===== config.mk =====
export PLATFORM = sky130hd
export DESIGN_NAME = ysyx_22040088_mem_arbiter
export DESIGN_NICKNAME = d
export VERILOG_FILES = /design/src/rtl/ysyx_22040088_mem_pkg.sv /design/src/rtl/ysyx_22040088_mem_lane_align.sv /design/src/rtl/ysyx_22040088_mem_arbiter.sv
export SDC_FILE = /design/constraint.sdc
export NUM_CORES = 1
export LEC_CHECK = 0
export CORE_ASPECT_RATIO = 1.1
export CORE_MARGIN = 4
export CORE_UTILIZATION = 25
export CTS_CLUSTER_DIAMETER = 100
export CTS_CLUSTER_SIZE = 30
export DETAILED_ROUTE_END_ITERATION = 12
export PLACE_DENSITY = 0.52
export SYNTH_ARGS = -nofsm -noshare
export SYNTH_HDL_FRONTEND = slang
export SYNTH_SLANG_ARGS = --single-unit

===== constraint.sdc =====
create_clock -name clk -period 18.69 [get_ports clk]
set_input_delay 2.8035 -clock clk [delete_from_list [all_inputs] [get_ports clk]]
set_output_delay 2.8035 -clock clk [all_outputs]
set_load 0.005 [all_outputs]

===== src/rtl/ysyx_22040088_mem_pkg.sv =====
// Shared types and helpers for the NPC memory arbiter.
// Optional WAIT timeout: define MEMARB_TIMEOUT_EN.
package ysyx_22040088_mem_pkg;

  typedef enum logic [2:0] {
    IDLE, REQ, WAIT, RESP, ERR, DRAIN
  } state_t;

  typedef enum logic {
    OWN_IF, OWN_LS
  } owner_t;

  localparam logic [3:0] MASK_D = 4'b0001;
  localparam logic [3:0] MASK_W = 4'b0010;
  localparam logic [3:0] MASK_H = 4'b0100;
  localparam logic [3:0] MASK_B = 4'b1000;

  function automatic logic [7:0] size_to_strb(
    input logic [3:0] mask
  );
    logic [7:0] s;
    unique case (mask)
      MASK_D:  s = 8'hFF;
      MASK_W:  s = 8'h0F;
      MASK_H:  s = 8'h03;
      MASK_B:  s = 8'h01;
      default: s = 8'h00;
    endcase
    return s;
  endfunction

  // An illegal (non one-hot) mask counts as misaligned.
  function automatic logic misaligned(
    input logic [3:0] mask,
    input logic [2:0] off
  );
    logic m;
    unique case (mask)
      MASK_D:  m = |off;
      MASK_W:  m = |off[1:0];
      MASK_H:  m = off[0];
      MASK_B:  m = 1'b0;
      default: m = 1'b1;
    endcase
    return m;
  endfunction

endpackage


===== src/rtl/ysyx_22040088_mem_lane_align.sv =====
// Byte-lane steering: store strobes/data out, load data back in.
// Optional WAIT timeout in the top: define MEMARB_TIMEOUT_EN.
module ysyx_22040088_mem_lane_align
  import ysyx_22040088_mem_pkg::*;
#(
  parameter int DATA_W = 64
) (
  input  logic [3:0]        w_mask,
  input  logic [2:0]        w_off,
  input  logic [DATA_W-1:0] wdata,
  input  logic [3:0]        r_mask,
  input  logic [2:0]        r_off,
  input  logic [DATA_W-1:0] rdata,
  output logic [7:0]        wstrb,
  output logic [DATA_W-1:0] wdata_sh,
  output logic [DATA_W-1:0] rdata_ext
);

  logic [DATA_W-1:0] shifted;

  // Store side: strobes and data moved up to the addressed lane.
  always_comb begin
    wstrb    = size_to_strb(w_mask) << w_off;
    wdata_sh = wdata << {w_off, 3'b000};
  end

  // Load side: move lane down, keep only the access size.
  always_comb begin
    shifted = rdata >> {r_off, 3'b000};
    unique case (r_mask)
      MASK_D:  rdata_ext = shifted;
      MASK_W:  rdata_ext = {{(DATA_W-32){1'b0}}, shifted[31:0]};
      MASK_H:  rdata_ext = {{(DATA_W-16){1'b0}}, shifted[15:0]};
      MASK_B:  rdata_ext = {{(DATA_W-8){1'b0}}, shifted[7:0]};
      default: rdata_ext = '0;
    endcase
  end

endmodule


===== src/rtl/ysyx_22040088_mem_arbiter.sv =====
// IF/LS arbiter onto one memory port, one transaction in flight.
// Optional WAIT timeout with DRAIN recovery: define MEMARB_TIMEOUT_EN.
module ysyx_22040088_mem_arbiter
  import ysyx_22040088_mem_pkg::*;
#(
  parameter int ADDR_W = 64,
  parameter int DATA_W = 64
`ifdef MEMARB_TIMEOUT_EN
  ,
  parameter int TIMEOUT_CYCLES = 255
`endif
) (
  input  logic              clk,
  input  logic              rst,
  input  logic              if_req_valid,
  output logic              if_req_ready,
  input  logic [ADDR_W-1:0] if_addr,
  output logic              if_resp_valid,
  output logic [31:0]       if_resp_data,
  output logic              if_resp_err,
  input  logic              ls_req_valid,
  output logic              ls_req_ready,
  input  logic              ls_wen,
  input  logic [3:0]        ls_mask,
  input  logic [ADDR_W-1:0] ls_addr,
  input  logic [DATA_W-1:0] ls_wdata,
  output logic              ls_resp_valid,
  output logic [DATA_W-1:0] ls_resp_data,
  output logic              ls_resp_err,
  output logic              mem_req_valid,
  input  logic              mem_req_ready,
  output logic [ADDR_W-1:0] mem_addr,
  output logic              mem_wen,
  output logic [DATA_W-1:0] mem_wdata,
  output logic [7:0]        mem_wstrb,
  input  logic              mem_resp_valid,
  input  logic [DATA_W-1:0] mem_resp_data
);

  state_t     state;
  owner_t     own;
  logic [2:0] r_off;
  logic [3:0] r_mask;

  logic              ls_bad;
  logic              if_bad;
  logic [7:0]        wstrb;
  logic [DATA_W-1:0] wdata_sh;
  logic [DATA_W-1:0] rdata_ext;

`ifdef MEMARB_TIMEOUT_EN
  localparam logic [7:0] TO_LAST = 8'(TIMEOUT_CYCLES - 1);
  logic [7:0] cnt;
`endif

  // LS wins ties; readies are forced low while reset is held.
  assign ls_req_ready = ~rst & (state == IDLE) & ls_req_valid;
  assign if_req_ready = ~rst & (state == IDLE) & if_req_valid
                      & ~ls_req_valid;

  assign ls_bad = misaligned(ls_mask, ls_addr[2:0]);
  assign if_bad = |if_addr[1:0];

  ysyx_22040088_mem_lane_align #(
    .DATA_W (DATA_W)
  ) u_align (
    .w_mask    (ls_mask),
    .w_off     (ls_addr[2:0]),
    .wdata     (ls_wdata),
    .r_mask    (r_mask),
    .r_off     (r_off),
    .rdata     (mem_resp_data),
    .wstrb     (wstrb),
    .wdata_sh  (wdata_sh),
    .rdata_ext (rdata_ext)
  );

  // Transaction FSM with registered memory and response outputs.
  always_ff @(posedge clk or posedge rst) begin
    if (rst) begin
      state         <= IDLE;
      own           <= OWN_IF;
      r_off         <= '0;
      r_mask        <= '0;
      mem_req_valid <= 1'b0;
      mem_addr      <= '0;
      mem_wen       <= 1'b0;
      mem_wdata     <= '0;
      mem_wstrb     <= '0;
      if_resp_valid <= 1'b0;
      if_resp_data  <= '0;
      if_resp_err   <= 1'b0;
      ls_resp_valid <= 1'b0;
      ls_resp_data  <= '0;
      ls_resp_err   <= 1'b0;
`ifdef MEMARB_TIMEOUT_EN
      cnt           <= '0;
`endif
    end else begin
      if_resp_valid <= 1'b0;
      ls_resp_valid <= 1'b0;
      unique case (state)
        IDLE: begin
          if (ls_req_ready) begin
            own      <= OWN_LS;
            r_off    <= ls_addr[2:0];
            r_mask   <= ls_mask;
            mem_addr <= {ls_addr[ADDR_W-1:3], 3'b000};
            mem_wen  <= ls_wen;
            mem_wdata <= ls_wen ? wdata_sh : '0;
            mem_wstrb <= ls_wen ? wstrb : 8'h00;
            if (ls_bad) begin
              state         <= ERR;
              ls_resp_valid <= 1'b1;
              ls_resp_err   <= 1'b1;
              ls_resp_data  <= '0;
            end else begin
              state         <= REQ;
              mem_req_valid <= 1'b1;
            end
          end else if (if_req_ready) begin
            own       <= OWN_IF;
            r_off     <= if_addr[2:0];
            r_mask    <= MASK_W;
            mem_addr  <= {if_addr[ADDR_W-1:3], 3'b000};
            mem_wen   <= 1'b0;
            mem_wdata <= '0;
            mem_wstrb <= 8'h00;
            if (if_bad) begin
              state         <= ERR;
              if_resp_valid <= 1'b1;
              if_resp_err   <= 1'b1;
              if_resp_data  <= '0;
            end else begin
              state         <= REQ;
              mem_req_valid <= 1'b1;
            end
          end
        end
        REQ: begin
          if (mem_req_ready) begin
            mem_req_valid <= 1'b0;
            state         <= WAIT;
`ifdef MEMARB_TIMEOUT_EN
            cnt           <= '0;
`endif
          end
        end
        WAIT: begin
          if (mem_resp_valid) begin
            state <= RESP;
            if (own == OWN_LS) begin
              ls_resp_valid <= 1'b1;
              ls_resp_err   <= 1'b0;
              ls_resp_data  <= rdata_ext;
            end else begin
              if_resp_valid <= 1'b1;
              if_resp_err   <= 1'b0;
              if_resp_data  <= r_off[2] ? mem_resp_data[63:32]
                                        : mem_resp_data[31:0];
            end
`ifdef MEMARB_TIMEOUT_EN
          end else if (cnt == TO_LAST) begin
            state <= DRAIN;
            if (own == OWN_LS) begin
              ls_resp_valid <= 1'b1;
              ls_resp_err   <= 1'b1;
              ls_resp_data  <= '0;
            end else begin
              if_resp_valid <= 1'b1;
              if_resp_err   <= 1'b1;
              if_resp_data  <= '0;
            end
          end else begin
            cnt <= cnt + 8'd1;
`endif
          end
        end
        RESP:    state <= IDLE;
        ERR:     state <= IDLE;
        // The late response of a timed-out access is swallowed here.
        DRAIN:   if (mem_resp_valid) state <= IDLE;
        default: state <= IDLE;
      endcase
    end
  end

endmodule


==> results by group <==
Outcome
  – Status: complete, no violations

Route
  – Routed length on met3: 4440 um
  – M1 wire length: 23900 um
  – 1st-iter DRT viols: 1067
  – Met2 WL: 28300 um
  – DR top layer: met5
  – DRC: 0
  – Number of vias per cell: 4.94
  – Drt wl/cell: 23.1 um
  – Pre-Repair DR Iteration Count: 6
  – Vias: 12500
  – Final ANT Viol Nets: 0
  – Final wirelength: 58300 um

Global routing
  – Initial antenna violation count: 5
  – GRT Total Usage: 19.1%
  – First-pass GRT wire length: 85400 um
  – Largest net degree at the start of global routing: 124
  – Vias in the first global route: 12700
  – Total congestion overflow: 0

CTS
  – Clock Sinks: 246
  – Post-CTS Setup Inserts: 0
  – H-Tree Depth: 1
  – CTS buffer count: 15
  – Clk buf depth: 3
  – Hold buffer count at cts: 0
  – Root buffer cell: clkbuf_16
  – Clock transition at path regs: 0.08 ns
  – Worst-Skew Late Latency: 0.52 ns
  – CTS tree: done
  – # resized after CTS: 0

Logic synthesis
  – Mean Syn Cell Area: 9.94 um2
  – Synth Cell Area: 13600 um2
  – Synth warnings: 0
  – Top_reg_cell synth: dfrtp_1
  – EDFF count, synth: 0
  – Sequential element share of the synthesized area: 45.3%
  – Gate Count Post-Synth: 1367
  – #FFs+latches synth: 246
  – Netlist cell types: 57
  – Post-synth ARST share: 100%

Min path
  – Min-delay worst type: flip-flop to flip-flop
  – Hold wc startpoint: if_resp_data[3]$_DFFE_PP0P_

Timing
  – Max Slew Vio Count: 0
  – RSZ-0062 raised after global routing: no
  – Min Hold Slack: 0.486 ns
  – Period utilization: 41.5%
  – Relative slew slack: 26.2%
  – Max Freq: 129 MHz
  – Setup violators final: 0
  – Slew @ Worst Pin: 1.10 ns
  – Final Hold Vio Count: 0
  – Min Tclk post-route: 7.76 ns
  – Setup tns final: 0 ns
  – Fin Clk Skew: 0.0338 ns

Critical path
  – Critical path type: input pin to output pin
  – WP buf/inv: 4
  – Setup crit start kind: input pin
  – Crit path arrival time: 4.95 ns
  – CP Capture Type: output pin
  – Worst path max stage delay: 0.57 ns
  – Slowest cell on crit path: clkdlybuf4s50_1
  – Crit path cell chain: clkdlybuf4s50_1, nor4_2, nand2_2, buf_4, inv_2, clkdlybuf4s50_1
  – Worst-path fanout max: 71
  – Reg-to-reg startpoint: state[0]$_DFFE_PP0P_
  – CP top delay family: buffers and inverters
  – Critical Path Most Common Cell: clkdlybuf4s50_1
  – Crit path required time: 15.89 ns
  – Critical path origin: rst

Die
  – Core ar.: 53800 um2
  – Die ar.: 58200 um2
  – Die height: 253 um
  – Row cnt: 89
  – I/O Pins: 507
  – Starting Density: 25.3%
  – DIE WIDTH: 230 um

Power
  – Power Dens Cells: 116 nW/um2
  – Leak pwr: 8.33 nW
  – Peak VDD IR: 0.0000968 V

Layout
  – Share of cells above drive strength 1: 7.35%
  – Area of the multi-input gates: 6860 um2
  – P&R area growth vs syn: 45.3%
  – Filler Cell Count: 5448
  – Register area: 6160 um2
  – NumNets Final: 2056

Run
  – Max Cap Viol: 0

Place
  – Final estimated routing congestion in global placement: 0.875
  – PortBufs: 503
  – Half-perimeter wire length after placement: 44200 um
[kinds of logic after synthesis]
kind of cell	synth area share (%)
buf+inv	4.51
mux	21.5
flops	45.3
simple gates	14.3
compound gates	14.1
xor+xnor	0.322
other cells	0.0276
[metal layers]
layer | up-vias | GRT usage [%]
met5 | - | 0
met4 | 2 | 5.81
met3 | 68 | 4.51
met2 | 522 | 31.9
met1 | 6157 | 24.6
li1 | 5746 | -
[layout make-up]
cell class,count,share of cell area [%]
Clock buffer,16,1.97
Antenna cell,5,0.0633
Inverter,24,0.519
Clock inverter,8,0.697
Multi-Input combinational cell,979,34.7
Tap cell,728,4.61
Timing Repair Buffer,523,26.2
Sequential cell,246,31.2
[per-stage QoR]
stage          cells  setup WS (ns)  power (W)  cell area [um2]  util (%)
2_1_floorplan   1369           9.13    0.00136            13600         -
3_3_place_gp    2500          10.88    0.00190            19200      35.7
3_5_place_dp    2500          10.90    0.00191            19200      35.7
4_1_cts         2524          10.90    0.00232            19700      36.7
5_1_grt         2527          10.77    0.00243            19800      36.7
6_report        2529          10.93    0.00229            19800      36.7
[cell usage after synthesis, drive strengths merged, types with 2 or more instances]
cell / instances / area share, %
xor2: 5 / 0.32
mux2: 40 / 3.3
mux2i: 121 / 8.9
nor4: 2 / 0.14
a22oi: 11 / 0.64
a21o: 2 / 0.11
buf: 45 / 1.7
inv: 23 / 0.67
nand3b: 2 / 0.11
mux4: 56 / 9.3
a222oi: 8 / 0.59
a22o: 34 / 2.2
nand2b: 14 / 0.64
a21oi: 19 / 0.70
dfrtp: 246 / 45
nand3: 35 / 1.3
a2bb2oi: 9 / 0.58
nor3: 6 / 0.26
a31oi: 66 / 3.0
nand2: 258 / 7.1
or3: 2 / 0.092
o31ai: 10 / 0.55
o22ai: 17 / 0.78
and3: 3 / 0.14
o21ai: 102 / 3.8
nand4: 2 / 0.092
nor2: 110 / 3.0
a211oi: 8 / 0.44
clkbuf: 75 / 2.1
nor2b: 14 / 0.64
or2: 2 / 0.092
nor3b: 5 / 0.31
[placed cells by master, fill, tap and decap left out, drive strengths merged, types with 35 or more instances in the layout]
master	netlist	routed
mux2	40	40
nand3	35	35
o21ai	102	102
mux2i	121	121
a31oi	66	66
dfrtp	246	246
nand2	258	258
nor2	110	110
clkdlybuf4s50	0	501
mux4	56	56
[power by group]
group / switching (W) / internal [W] / leakage (nW) / total (W)
Sequential: 0.000104 / 0.000680 / 3.19 / 0.000784
Clock: 0.000222 / 0.000179 / 0.256 / 0.000401
Combinational: 0.000544 / 0.000561 / 4.89 / 0.00111
Total: 0.000870 / 0.00142 / 8.33 / 0.00229
[state kept, by name, indices dropped and copies added, names as in the netlist, 3 cells and up]
name,cells
r_mask,4
ls_resp_data,64
r_off,3
mem_addr,61
mem_wdata,64
if_resp_data,32
mem_wstrb,8
state,3
[worst min-delay path, stage by stage, from the launching register on]
cell	delay [ns]
dfrtp_1	0.35
nand2_1	0.04
o21ai_0	0.06
[worst paths after layout]
path                       slack, ns  depth (start not counted)                      endpoint
max                            10.93                          6                  ls_req_ready
min                             0.49                          2   if_resp_data[3]$_DFFE_PP0P_
max reg2reg                    14.28                         11  ls_resp_data[53]$_DFFE_PP0P_
min reg2reg                     0.49                          2   if_resp_data[3]$_DFFE_PP0P_
max in group asynchronous      13.45                          4  if_resp_data[23]$_DFFE_PP0P_
min in group asynchronous       2.97                          2      mem_addr[37]$_DFFE_PP0P_
Power figures use the tool's default switching activity.
